[src/rtl/muldiv_sequencer_if.sv]
// Request/response handshake bundle between the execute stage and the
// RV32M multiply/divide sequencer.
interface muldiv_sequencer_if #(
  parameter int WIDTH = 32,
  parameter int TAG_W = 5
);
  logic             req_valid;
  logic             req_ready;
  logic [2:0]       req_op;
  logic [WIDTH-1:0] req_a;
  logic [WIDTH-1:0] req_b;
  logic [TAG_W-1:0] req_tag;
  logic             resp_valid;
  logic             resp_ready;
  logic [WIDTH-1:0] resp_data;
  logic [TAG_W-1:0] resp_tag;

  // Requester side (pipeline)
  modport master (
    output req_valid, req_op, req_a, req_b, req_tag, resp_ready,
    input  req_ready, resp_valid, resp_data, resp_tag
  );

  // Sequencer side
  modport slave (
    input  req_valid, req_op, req_a, req_b, req_tag, resp_ready,
    output req_ready, resp_valid, resp_data, resp_tag
  );
endinterface

[src/rtl/muldiv_sequencer.sv]
// RV32M sequencer: multiplies go through the shared combinational ALU
// (one cycle in MUL, result captured on the following edge); divides and
// remainders run on an internal restoring divider, one bit per cycle.
module muldiv_sequencer #(
  parameter int WIDTH = 32,
  parameter int TAG_W = 5
) (
  input  logic                clk,
  input  logic                rst_n,
  input  logic                flush,
  muldiv_sequencer_if.slave   bus,
  output logic [WIDTH-1:0]    alu_operand_a,
  output logic [WIDTH-1:0]    alu_operand_b,
  output logic                alu_sel_mul,
  output logic                alu_sel_mulh,
  output logic                alu_sel_mulhsu,
  output logic                alu_sel_mulhu,
  input  logic [WIDTH-1:0]    alu_result,
  output logic                busy
);

  localparam int CNT_W = $clog2(WIDTH);
  localparam logic [CNT_W-1:0] CNT_LAST = CNT_W'(WIDTH - 1);
  localparam logic [WIDTH-1:0] INT_MIN = {1'b1, {(WIDTH-1){1'b0}}};

  typedef enum logic [2:0] {
    ST_IDLE,
    ST_MUL,
    ST_DIV,
    ST_FIX,
    ST_DONE
  } state_t;

  state_t state, state_next;

  logic [WIDTH-1:0] op_a, op_b;
  logic [2:0]       op_r;
  logic [TAG_W-1:0] tag_r;
  logic [WIDTH-1:0] rem, quo, divisor;
  logic [CNT_W-1:0] cnt;
  logic             q_neg, r_neg;
  logic [WIDTH-1:0] resp_data_r;

  logic             accept;
  logic             signed_op;
  logic             div_by_zero;
  logic             overflow;
  logic             special;
  logic [WIDTH-1:0] special_result;
  logic [WIDTH-1:0] mag_a, mag_b;
  logic [WIDTH:0]   partial, trial;
  logic [WIDTH-1:0] quo_fixed, rem_fixed;

  assign accept      = bus.req_valid && (state == ST_IDLE);
  assign signed_op   = ~bus.req_op[0];
  assign div_by_zero = (bus.req_b == '0);
  assign overflow    = signed_op && (bus.req_a == INT_MIN) && (bus.req_b == '1);
  assign special     = bus.req_op[2] && (div_by_zero || overflow);
  assign mag_a       = (signed_op && bus.req_a[WIDTH-1]) ? -bus.req_a : bus.req_a;
  assign mag_b       = (signed_op && bus.req_b[WIDTH-1]) ? -bus.req_b : bus.req_b;

  // Shifted partial remainder and trial subtraction for one divider step
  assign partial   = {rem, quo[WIDTH-1]};
  assign trial     = partial - {1'b0, divisor};
  assign quo_fixed = q_neg ? -quo : quo;
  assign rem_fixed = r_neg ? -rem : rem;

  // Results that bypass the divider: divide by zero and signed overflow
  always_comb begin
    special_result = '0;
    if (div_by_zero) begin
      special_result = bus.req_op[1] ? bus.req_a : '1;
    end else if (overflow) begin
      special_result = bus.req_op[1] ? '0 : bus.req_a;
    end
  end

  // State register
  always_ff @(posedge clk or negedge rst_n) begin
    if (!rst_n) begin
      state <= ST_IDLE;
    end else begin
      state <= state_next;
    end
  end

  // Next-state logic; flush overrides everything, including the handshakes
  always_comb begin
    state_next = state;
    if (flush) begin
      state_next = ST_IDLE;
    end else begin
      case (state)
        ST_IDLE: begin
          if (accept) begin
            if (!bus.req_op[2])  state_next = ST_MUL;
            else if (special)    state_next = ST_DONE;
            else                 state_next = ST_DIV;
          end
        end
        ST_MUL:  state_next = ST_DONE;
        ST_DIV:  if (cnt == CNT_LAST) state_next = ST_FIX;
        ST_FIX:  state_next = ST_DONE;
        ST_DONE: if (bus.resp_ready) state_next = ST_IDLE;
        default: state_next = ST_IDLE;
      endcase
    end
  end

  // Operand latching, divider iterations and result capture
  always_ff @(posedge clk or negedge rst_n) begin
    if (!rst_n) begin
      op_a        <= '0;
      op_b        <= '0;
      op_r        <= '0;
      tag_r       <= '0;
      rem         <= '0;
      quo         <= '0;
      divisor     <= '0;
      cnt         <= '0;
      q_neg       <= 1'b0;
      r_neg       <= 1'b0;
      resp_data_r <= '0;
    end else if (!flush) begin
      case (state)
        ST_IDLE: begin
          if (accept) begin
            op_a  <= bus.req_a;
            op_b  <= bus.req_b;
            op_r  <= bus.req_op;
            tag_r <= bus.req_tag;
            if (special) begin
              resp_data_r <= special_result;
            end else if (bus.req_op[2]) begin
              rem     <= '0;
              quo     <= mag_a;
              divisor <= mag_b;
              cnt     <= '0;
              q_neg   <= signed_op && (bus.req_a[WIDTH-1] ^ bus.req_b[WIDTH-1]);
              r_neg   <= signed_op && bus.req_a[WIDTH-1];
            end
          end
        end
        ST_MUL: resp_data_r <= alu_result;
        ST_DIV: begin
          if (!trial[WIDTH]) begin
            rem <= trial[WIDTH-1:0];
            quo <= {quo[WIDTH-2:0], 1'b1};
          end else begin
            rem <= partial[WIDTH-1:0];
            quo <= {quo[WIDTH-2:0], 1'b0};
          end
          cnt <= cnt + CNT_W'(1);
        end
        ST_FIX: resp_data_r <= op_r[1] ? rem_fixed : quo_fixed;
        default: ;
      endcase
    end
  end

  // One-hot ALU select, active only while the multiply is on the ALU
  always_comb begin
    alu_sel_mul    = 1'b0;
    alu_sel_mulh   = 1'b0;
    alu_sel_mulhsu = 1'b0;
    alu_sel_mulhu  = 1'b0;
    if (state == ST_MUL && !op_r[2]) begin
      case (op_r[1:0])
        2'b00:   alu_sel_mul    = 1'b1;
        2'b01:   alu_sel_mulh   = 1'b1;
        2'b10:   alu_sel_mulhsu = 1'b1;
        default: alu_sel_mulhu  = 1'b1;
      endcase
    end
  end

  assign alu_operand_a  = op_a;
  assign alu_operand_b  = op_b;
  assign bus.req_ready  = (state == ST_IDLE);
  assign bus.resp_valid = (state == ST_DONE);
  assign bus.resp_data  = resp_data_r;
  assign bus.resp_tag   = tag_r;
  assign busy           = (state != ST_IDLE);

endmodule

[src/flat_wrapper.sv]
// flat-port wrapper written by rule: the top's interface ports become plain ports
module muldiv_sequencer_flat 
#(
  parameter int WIDTH = 32,
  parameter int TAG_W = 5
)
  (clk, rst_n, flush, alu_operand_a, alu_operand_b, alu_sel_mul, alu_sel_mulh, alu_sel_mulhsu, alu_sel_mulhu, alu_result, busy, bus_req_valid, bus_req_op, bus_req_a, bus_req_b, bus_req_tag, bus_resp_ready, bus_req_ready, bus_resp_valid, bus_resp_data, bus_resp_tag);
  muldiv_sequencer_if #(.WIDTH(WIDTH), .TAG_W(TAG_W)) bus_i ();
  input  logic clk;
  input  logic rst_n;
  input  logic flush;
  output logic [WIDTH-1:0] alu_operand_a;
  output logic [WIDTH-1:0] alu_operand_b;
  output logic alu_sel_mul;
  output logic alu_sel_mulh;
  output logic alu_sel_mulhsu;
  output logic alu_sel_mulhu;
  input  logic [WIDTH-1:0] alu_result;
  output logic busy;
  input wire logic [$bits(bus_i.req_valid)-1:0] bus_req_valid;
  input wire logic [$bits(bus_i.req_op)-1:0] bus_req_op;
  input wire logic [$bits(bus_i.req_a)-1:0] bus_req_a;
  input wire logic [$bits(bus_i.req_b)-1:0] bus_req_b;
  input wire logic [$bits(bus_i.req_tag)-1:0] bus_req_tag;
  input wire logic [$bits(bus_i.resp_ready)-1:0] bus_resp_ready;
  output wire logic [$bits(bus_i.req_ready)-1:0] bus_req_ready;
  output wire logic [$bits(bus_i.resp_valid)-1:0] bus_resp_valid;
  output wire logic [$bits(bus_i.resp_data)-1:0] bus_resp_data;
  output wire logic [$bits(bus_i.resp_tag)-1:0] bus_resp_tag;
  assign bus_i.req_valid = bus_req_valid;
  assign bus_i.req_op = bus_req_op;
  assign bus_i.req_a = bus_req_a;
  assign bus_i.req_b = bus_req_b;
  assign bus_i.req_tag = bus_req_tag;
  assign bus_i.resp_ready = bus_resp_ready;
  assign bus_req_ready = bus_i.req_ready;
  assign bus_resp_valid = bus_i.resp_valid;
  assign bus_resp_data = bus_i.resp_data;
  assign bus_resp_tag = bus_i.resp_tag;
  muldiv_sequencer #(.WIDTH(WIDTH), .TAG_W(TAG_W)) u_core (.clk(clk), .rst_n(rst_n), .flush(flush), .bus(bus_i), .alu_operand_a(alu_operand_a), .alu_operand_b(alu_operand_b), .alu_sel_mul(alu_sel_mul), .alu_sel_mulh(alu_sel_mulh), .alu_sel_mulhsu(alu_sel_mulhsu), .alu_sel_mulhu(alu_sel_mulhu), .alu_result(alu_result), .busy(busy));
endmodule
[config.mk]
export PLATFORM = sky130hd
export DESIGN_NAME = muldiv_sequencer_flat
export DESIGN_NICKNAME = d
export VERILOG_FILES = /design/src/rtl/muldiv_sequencer_if.sv /design/src/rtl/muldiv_sequencer.sv /design/src/flat_wrapper.sv
export SDC_FILE = /design/constraint.sdc
export NUM_CORES = 1
export LEC_CHECK = 0
export CAP_MARGIN = 20
export CORE_UTILIZATION = 45
export CTS_BUF_LIST = sky130_fd_sc_hd__clkbuf_4
export DETAILED_ROUTE_END_ITERATION = 8
export HOLD_SLACK_MARGIN = 0.15
export PLACE_DENSITY = 0.68
export SLEW_MARGIN = 15
export SYNTH_ARGS = -nofsm -noshare
export SYNTH_HDL_FRONTEND = slang
export SYNTH_SLANG_ARGS = --single-unit
[constraint.sdc]
create_clock -name clk -period 3.5 [get_ports clk]
set_input_delay 0.35 -clock clk [delete_from_list [all_inputs] [get_ports clk]]
set_output_delay 0.35 -clock clk [all_outputs]
set_load 0.1 [all_outputs]
== After elaboration in Yosys (flattened, before gate mapping) ==
Cells that the tools add are included.
Widths: inputs -> output; s select.

* Register bits after elaboration: 210
* Input port bits: 109
* Logic and storage cells: 102

* $add $sub $neg: 6
* Eq/ne operators: 16
* Mux-type cells: 41
* Bitwise logic cells: 4
* Reductions and logical operators: 23

{| class="wikitable"
|+ Operators by type and width
! cell !! number
|-
| $mux 32 || 18
|-
| $neg 32->32 || 4
|-
| $pmux 32 s2 || 2
|-
| $pmux 32 s3 || 1
|-
| $eq 32x32->1 const B || 2
|-
| $sub 33x32->33 || 1
|-
| $logic_not 32->1 || 1
|-
| $mux 3 || 6
|-
| $mux 5 || 3
|-
| $pmux 3 s4 || 1
|-
| $pmux 5 s2 || 1
|-
| $reduce_and 5->1 || 2
|-
| $mux 1 || 9
|-
| $logic_and 1x1->1 || 8
|-
| $eq 3x2->1 const B || 2
|-
| $ne 3x2->1 const B || 2
|-
| $reduce_and 3->1 || 2
|-
| $reduce_bool 3->1 || 2
|-
| $add 5x1->5 const B || 1
|-
| $eq 5x5->1 const B || 1
|-
| $ne 2x1->1 const B || 2
|-
| $ne 2x2->1 const B || 2
|-
| $reduce_and 4->1 || 1
|-
| $eq 3x1->1 const B || 1
|-
| 13 further kinds || 15
|}

== Logic depth before layout (Yosys ltp) ==
* Depth after elaboration: 10
* Mapped depth: 13
* Mapped depth without buffers: 11

== Worst setup path after synthesis ==
OpenSTA, ideal clock, no wires.

* Kind: register to register
* Start point: register u_core.state[1]
* End point: register u_core.resp_data_r[31], in the netlist u_core.bus.resp_data[31]
* Setup time: 0.078 ns
* Arrival time: 5.264 ns
* Required time: 3.422 ns
* Path slack: -1.842 ns
* Stages on the path, launching flop included: 9
* Buffers on the path: 2
* Clock period less this slack: 5.342 ns
* Cell sequence: dfrtp_1 > clkbuf_1 > nor3_1 > inv_1 > nor2_1 > a211o_1 > clkbuf_1 > a21oi_1 > a21oi_1

* Cells in the longest elaborated chain, start to end: 4

{| class="wikitable"
|+ Ends and longest elaborated chain
! what !! RTL line !! source
|-
| start, declared || muldiv_sequencer.sv:34 || <nowiki>state_t state, state_next;</nowiki>
|-
| start signal, assigned || muldiv_sequencer.sv:83 || <nowiki>state <= state_next;</nowiki>
|-
| $logic_not 3->1 (*) || -- ||
|-
| named net bus_req_ready || flat_wrapper.sv:26 || <nowiki>output wire logic [$bits(bus_i.req_ready)-1:0] bus_req_ready;</nowiki>
|-
| $logic_and 1x1->1 || muldiv_sequencer.sv:54 || <nowiki>assign accept = bus.req_valid && (state == ST_IDLE);</nowiki>
|-
| $ne 2x1->1 (no line) || -- ||
|-
| $reduce_and 4->1 (no line) || -- ||
|-
| end signal, assigned || muldiv_sequencer.sv:133 || <nowiki>resp_data_r <= special_result;</nowiki>
|-
| end signal, assigned || muldiv_sequencer.sv:144 || <nowiki>ST_MUL: resp_data_r <= alu_result;</nowiki>
|-
| end signal, assigned || muldiv_sequencer.sv:155 || <nowiki>ST_FIX: resp_data_r <= op_r[1] ? rem_fixed : quo_fixed;</nowiki>
|-
| end, declared || muldiv_sequencer.sv:42 || <nowiki>logic [WIDTH-1:0] resp_data_r;</nowiki>
|}

Mark *: on every way through the listed nets, which the timed path passes. The rest lies on a longest branch.
A chain may end at the register's enable or synchronous reset.

== Final worst setup path ==
* Start point: register u_core.rem[24]
* End point: register u_core.rem[5]

* Cells in the longest elaborated chain, start to end: 3

{| class="wikitable"
|+ Ends and longest elaborated chain
! what !! RTL line !! source
|-
| start, declared || muldiv_sequencer.sv:39 || <nowiki>logic [WIDTH-1:0] rem, quo, divisor;</nowiki>
|-
| start signal, assigned || muldiv_sequencer.sv:147 || <nowiki>rem <= trial[WIDTH-1:0];</nowiki>
|-
| start signal, assigned || muldiv_sequencer.sv:150 || <nowiki>rem <= partial[WIDTH-1:0];</nowiki>
|-
| $sub 33x32->33 || muldiv_sequencer.sv:64 || <nowiki>assign trial = partial - {1'b0, divisor};</nowiki>
|-
| $mux 32 || muldiv_sequencer.sv:146 || <nowiki>if (!trial[WIDTH]) begin</nowiki>
|-
| $pmux 32 s2 || muldiv_sequencer.sv:125 || <nowiki>case (state)</nowiki>
|}

No other way between the ends.

==> metrics.sh <==
TRACK_USAGE_PCT=28.48
HOLDCRITSTARTPOINT='bus_req_tag[3]'
MIN_PERIOD_OVER_PERIOD_PCT=91.93
DIE_AREA_MM2=0.03245
WP_BUF_INV=2
TIMING.HOLD.WORST.CLASS='input pin to register'
CRIT_REQUIRED_NS=4.07
REGAREA_MM2=0.005255
MAXIMUM_NUMBER_OF_PINS_ON_ONE_NET_BEFORE_GLOBAL_ROUTE_REPAIR=95
START_UTIL_PCT=46.20
GP_ROUTABILITY_CONGESTION=0.9465
CORE_AREA_MM2=0.03091
CTS_TREE='yes'
MAXCLOCKFREQUENCY_MHz=310.8
R2R_SETUP_SLACK_NS=0.28
POWER_LEAKAGE_nW=7.729
SYNTH_FF_TYPE='sky130_fd_sc_hd__dfrtp_1'
WORSTHOLDENDPOINT='u_core.bus.resp_tag[3]'
POWER_FRAC_SEQ_PCT=28.5
DIE_Y_UM=180.1
NETS=2084
SYNTH.NET_COUNT=1800
MAXCAPVIOLATIONS=0
DRT-VIAS-PER-INSTANCE=5.910
CTS_BUFFERS=56
VIOLATION_COUNT_AFTER_THE_FIRST_DETAILED_ROUTE_ITERATION=1194
WORST_HOLD_PATH.NUM_CELLS=2
PEAKVDDDROP_uV=501.4
POWER.TOTAL_mW=12.90
SLOWEST_CELL_ON_CRIT_PATH='sky130_fd_sc_hd__a2111oi_2'
CTS_NUM_SINKS=210
AREA_GROWTH_SYN_TO_LAYOUT_PCT=27.47
POSTSYNTH.ASYNCRESETSHARE_PCT=100.0
CRITICAL_PATH.ENDPOINT_TYPE='register'
DRT_WL_TOTAL_UM=46260
RR_STARTPOINT='u_core.rem[24]'
GRT_PASS1_VIAS=13580
SEQ_AREA_FRAC_SYNTH_PCT=36.80
CLK_BUF_DEPTH=3
GRT-OVFL-TOTAL=0
WORST_HOLD_SLACK_NS=0.2638
CRIT-REG2REG-CAPTURE='u_core.rem[5]'
PATH_DELAY_FAMILY='compound AO/OA/AOI/OAI gates'
YOSYSWARNINGCOUNT=0
POSTROUTEANTENNANETS=0
FILLCELLCOUNT=2774
FINCLKSKEW_NS=0.02880
CP_NUM_CELLS=10
CRITICAL-PATH-TOP-CELL-BY-COUNT='sky130_fd_sc_hd__and3_1'
CRITICALPATHCATEGORY='register to register'
DRC_ERRORS=0
TOTAL_VIA_COUNT_IN_THE_ROUTED_DESIGN=13990
FINALHOLDVIOLCOUNT=0
TIMING_WORST_SLEW_PIN_VALUE_NS=1.015
ANTENNA_FOUND_INITIAL=3
SETUP_TNS_NS=0
FF2FF_PATH_DEPTH=10
STATUS='complete, no violations'
PATH_CLK_SLEW_NS=0.06
FINAL_PERIOD_MINUS_WORST_SETUP_SLACK_NS=3.217
CLK_ROOT_BUFFER_CELL='sky130_fd_sc_hd__clkbuf_4'
SYNTHESIZED_INSTANCE_COUNT=1651
TIMING.CRITICAL_PATH.FANOUT_MAX=35
YOSYS_REGISTER_BITS=210
DIE_W_UM=180.1
SYN-CELL-AREA_MM2=0.01428
NET_SWITCHING_POWER_mW=6.636
FINALSETUPVIOLCOUNT=0
COMB_POWER_SHARE_PCT=55.4
CRITICAL_PATH.MAX_STAGE_DELAY_NS=0.43
NETLIST-CELL-TYPE-COUNT=75
PORT_BUFFERS=216
DP_HPWL_UM=34750
SLEW_VIOLATIONS=0
CLOCK_POWER_SHARE_PCT=16.0
SYNTH.AVG_CELL_AREA_UM2=8.650
FOOTPRINT_OF_THE_MULTI_INPUT_GATES_MM2=0.008372
DRT_PASS1_ITERATIONS=6
FIRST_PASS_GRT_WIRE_LENGTH_UM=74380
CTSHTREEMAXLEVEL=2
IO_PINS=217
CELL_ROWS=64
CRITICAL_PATH.CELL_CHAIN='ha_1, and3_1, and3_1, and3_1, and3_1, a2111oi_2, o211ai_1, buf_4, buf_12, o311ai_0'
NETSWITCHINGFRACTION_PCT=51.43
DRIVE_ABOVE_1_SHARE_PCT=15.28
WORST_MAX_SLEW_MARGIN_EXPRESSED_RELATIVE_TO_THE_LIMIT_PCT=32.13
WORSTPATHARRIVAL_NS=3.79
CLOCK_LATENCY_NS=0.72
CELLPOWERDENSITY_mW_PER_MM2=708.8
P_INT_mW=6.267
AVGROUTEDWIREPERCELL_UM=19.53
CRITPATHLAUNCHTYPE='register'
SYNTH_EDF_COUNT=0
## cells in the final DEF, fill, tap and decap left out, types with 7 or more instances in the layout
cell                              synthesis  routed
sky130_fd_sc_hd__a31oi_1                 39      39
sky130_fd_sc_hd__o211ai_1                23      23
sky130_fd_sc_hd__clkbuf_4                 0      80
sky130_fd_sc_hd__ha_1                    39      39
sky130_fd_sc_hd__dfrtp_1                210     210
sky130_fd_sc_hd__a21oi_1                 94      94
sky130_fd_sc_hd__a221oi_1                 7       7
sky130_fd_sc_hd__clkinv_1                 0      11
sky130_fd_sc_hd__o31ai_1                 30      30
sky130_fd_sc_hd__nor4_1                  16      16
sky130_fd_sc_hd__mux2i_1                 17      17
sky130_fd_sc_hd__nand4_1                 22      22
sky130_fd_sc_hd__o41ai_1                 18      17
sky130_fd_sc_hd__xnor2_1                 74      74
sky130_fd_sc_hd__a21o_1                  13      13
sky130_fd_sc_hd__nand3_1                 45      45
sky130_fd_sc_hd__buf_12                   0       9
sky130_fd_sc_hd__or3_1                   19      19
sky130_fd_sc_hd__nor3_1                  37      35
sky130_fd_sc_hd__clkdlybuf4s50_1          0     208
sky130_fd_sc_hd__o221ai_1                15      15
sky130_fd_sc_hd__xor2_1                  63      63
sky130_fd_sc_hd__inv_1                   64      64
sky130_fd_sc_hd__o21a_1                  17      17
sky130_fd_sc_hd__nor2b_1                 10       9
sky130_fd_sc_hd__o311ai_0                19      16
sky130_fd_sc_hd__buf_4                    1     120
sky130_fd_sc_hd__and3_1                  17      17
sky130_fd_sc_hd__nand2b_1                14      14
sky130_fd_sc_hd__or4_1                   21      21
sky130_fd_sc_hd__mux2_2                  65      65
sky130_fd_sc_hd__a211oi_1                13      13
sky130_fd_sc_hd__o21ai_0                127     127
sky130_fd_sc_hd__nand2_1                171     171
sky130_fd_sc_hd__nor2_1                 127     126
## Yosys cell counts, drive strengths merged, types with 7 or more instances
master	n	share of area (%)
xnor2	74	4.5
or4	21	1.1
mux2i	17	1.2
o211ai	24	1.3
a31oi	39	1.7
o41ai	18	1.1
o21a	17	0.89
o311ai	19	1.2
mux2	65	5.1
a21o	13	0.68
a21oi	94	3.3
nand3	46	1.6
dfrtp	210	37
a221oi	7	0.43
o21ai	128	4.5
nor2	128	3.4
xor2	63	3.9
nor2b	10	0.44
nor3	37	1.3
buf	24	0.84
o31ai	31	1.7
clkbuf	89	2.3
ha	39	3.4
nand2b	14	0.61
nand2	171	4.5
nor4	18	0.88
or3	19	0.83
inv	64	1.7
o221ai	15	0.92
and3	17	0.74
nand4	22	0.96
a211oi	14	0.82
## state kept, by name, summed over array words and instances (netlist names), 3 cells and up
register	count
u_core.alu_operand_b	32
u_core.quo	32
u_core.rem	32
u_core.cnt	5
u_core.alu_operand_a	32
u_core.divisor	32
u_core.op_r	3
u_core.bus.resp_data	32
u_core.state	3
u_core.bus.resp_tag	5
## per-layer routing
metal / GRT usage [%] / up-vias / share of wire (%)
met5: 0 / - / 0.024
met4: 7.863 / 2 / 2.2
met3: 4.871 / 79 / 7.6
met2: 46.24 / 595 / 46
met1: 39.12 / 6671 / 45
li1: - / 6647 / -
## through the flow
stage	cell area, um^2	std cells	utilization, %	worst slack (ns)
3_5_place_dp	17520	2271	56.70	0.08823
2_1_floorplan	14300	1651	-	0.06365
5_1_grt	18200	2367	58.89	-0.00008971
3_3_place_gp	17520	2271	56.70	0.1185
6_report	18200	2368	58.89	0.2826
4_1_cts	18180	2365	58.83	0.2030
## worst max path at each step
| stage | from | endpoint | slack, ns |
|---|---|---|---|
| final | u_core.rem[24] | u_core.rem[5] | 0.28 |
| after global routing | u_core.divisor[25] | u_core.rem[16] | -0.00009 |
| after CTS | u_core.rem[1] | u_core.rem[5] | 0.20 |
| after detailed placement | bus_req_a[24] | u_core.bus.resp_data[8] | 0.09 |
| after global placement | bus_req_a[27] | u_core.bus.resp_data[11] | 0.12 |
| after floorplan | u_core.state[1] | bus_resp_valid | 0.06 |
## final cells by class
class | count | area share [%]
repair buffers | 339 | 17.51
well taps | 396 | 2.722
clock inverters | 13 | 0.2681
diodes | 2 | 0.02749
inverters | 64 | 1.320
flip-flops and latches | 210 | 28.87
clock buffers | 80 | 3.299
multi-input cells | 1264 | 45.99
## power by group through the flow
stage	Combinational (mW)	Clock (mW)	Sequential, mW
final	7.15	2.07	3.68
after global routing	7.57	2.26	3.77
after CTS	7.15	2.15	3.66
after detailed placement	7.12	0	3.70
after global placement	7.08	0	3.68
after floorplan	2.41	0	6.45
## timing repair
| action | CTS | global route |
|---|---|---|
| hold buffers | 1 | 0 |
| buffers inserted | 0 | 1 |
| resized for setup | 0 | 4 |
| endpoints found under the setup margin | 0 | 26 |
| endpoints found under the hold margin | 90 | 0 |
## cells by family after synthesis
kind of cell | Yosys count | share of synthesized area [%]
multiplexers | 82 | 6.317
AND/OR/NAND/NOR | 528 | 17.95
adder cells (fa/ha/maj) | 40 | 3.557
buffers and inverters | 177 | 4.862
XOR/XNOR | 137 | 8.402
AO/OA/AOI/OAI | 477 | 22.11
flip-flops | 210 | 36.80
Power figures use the tool's default switching activity.
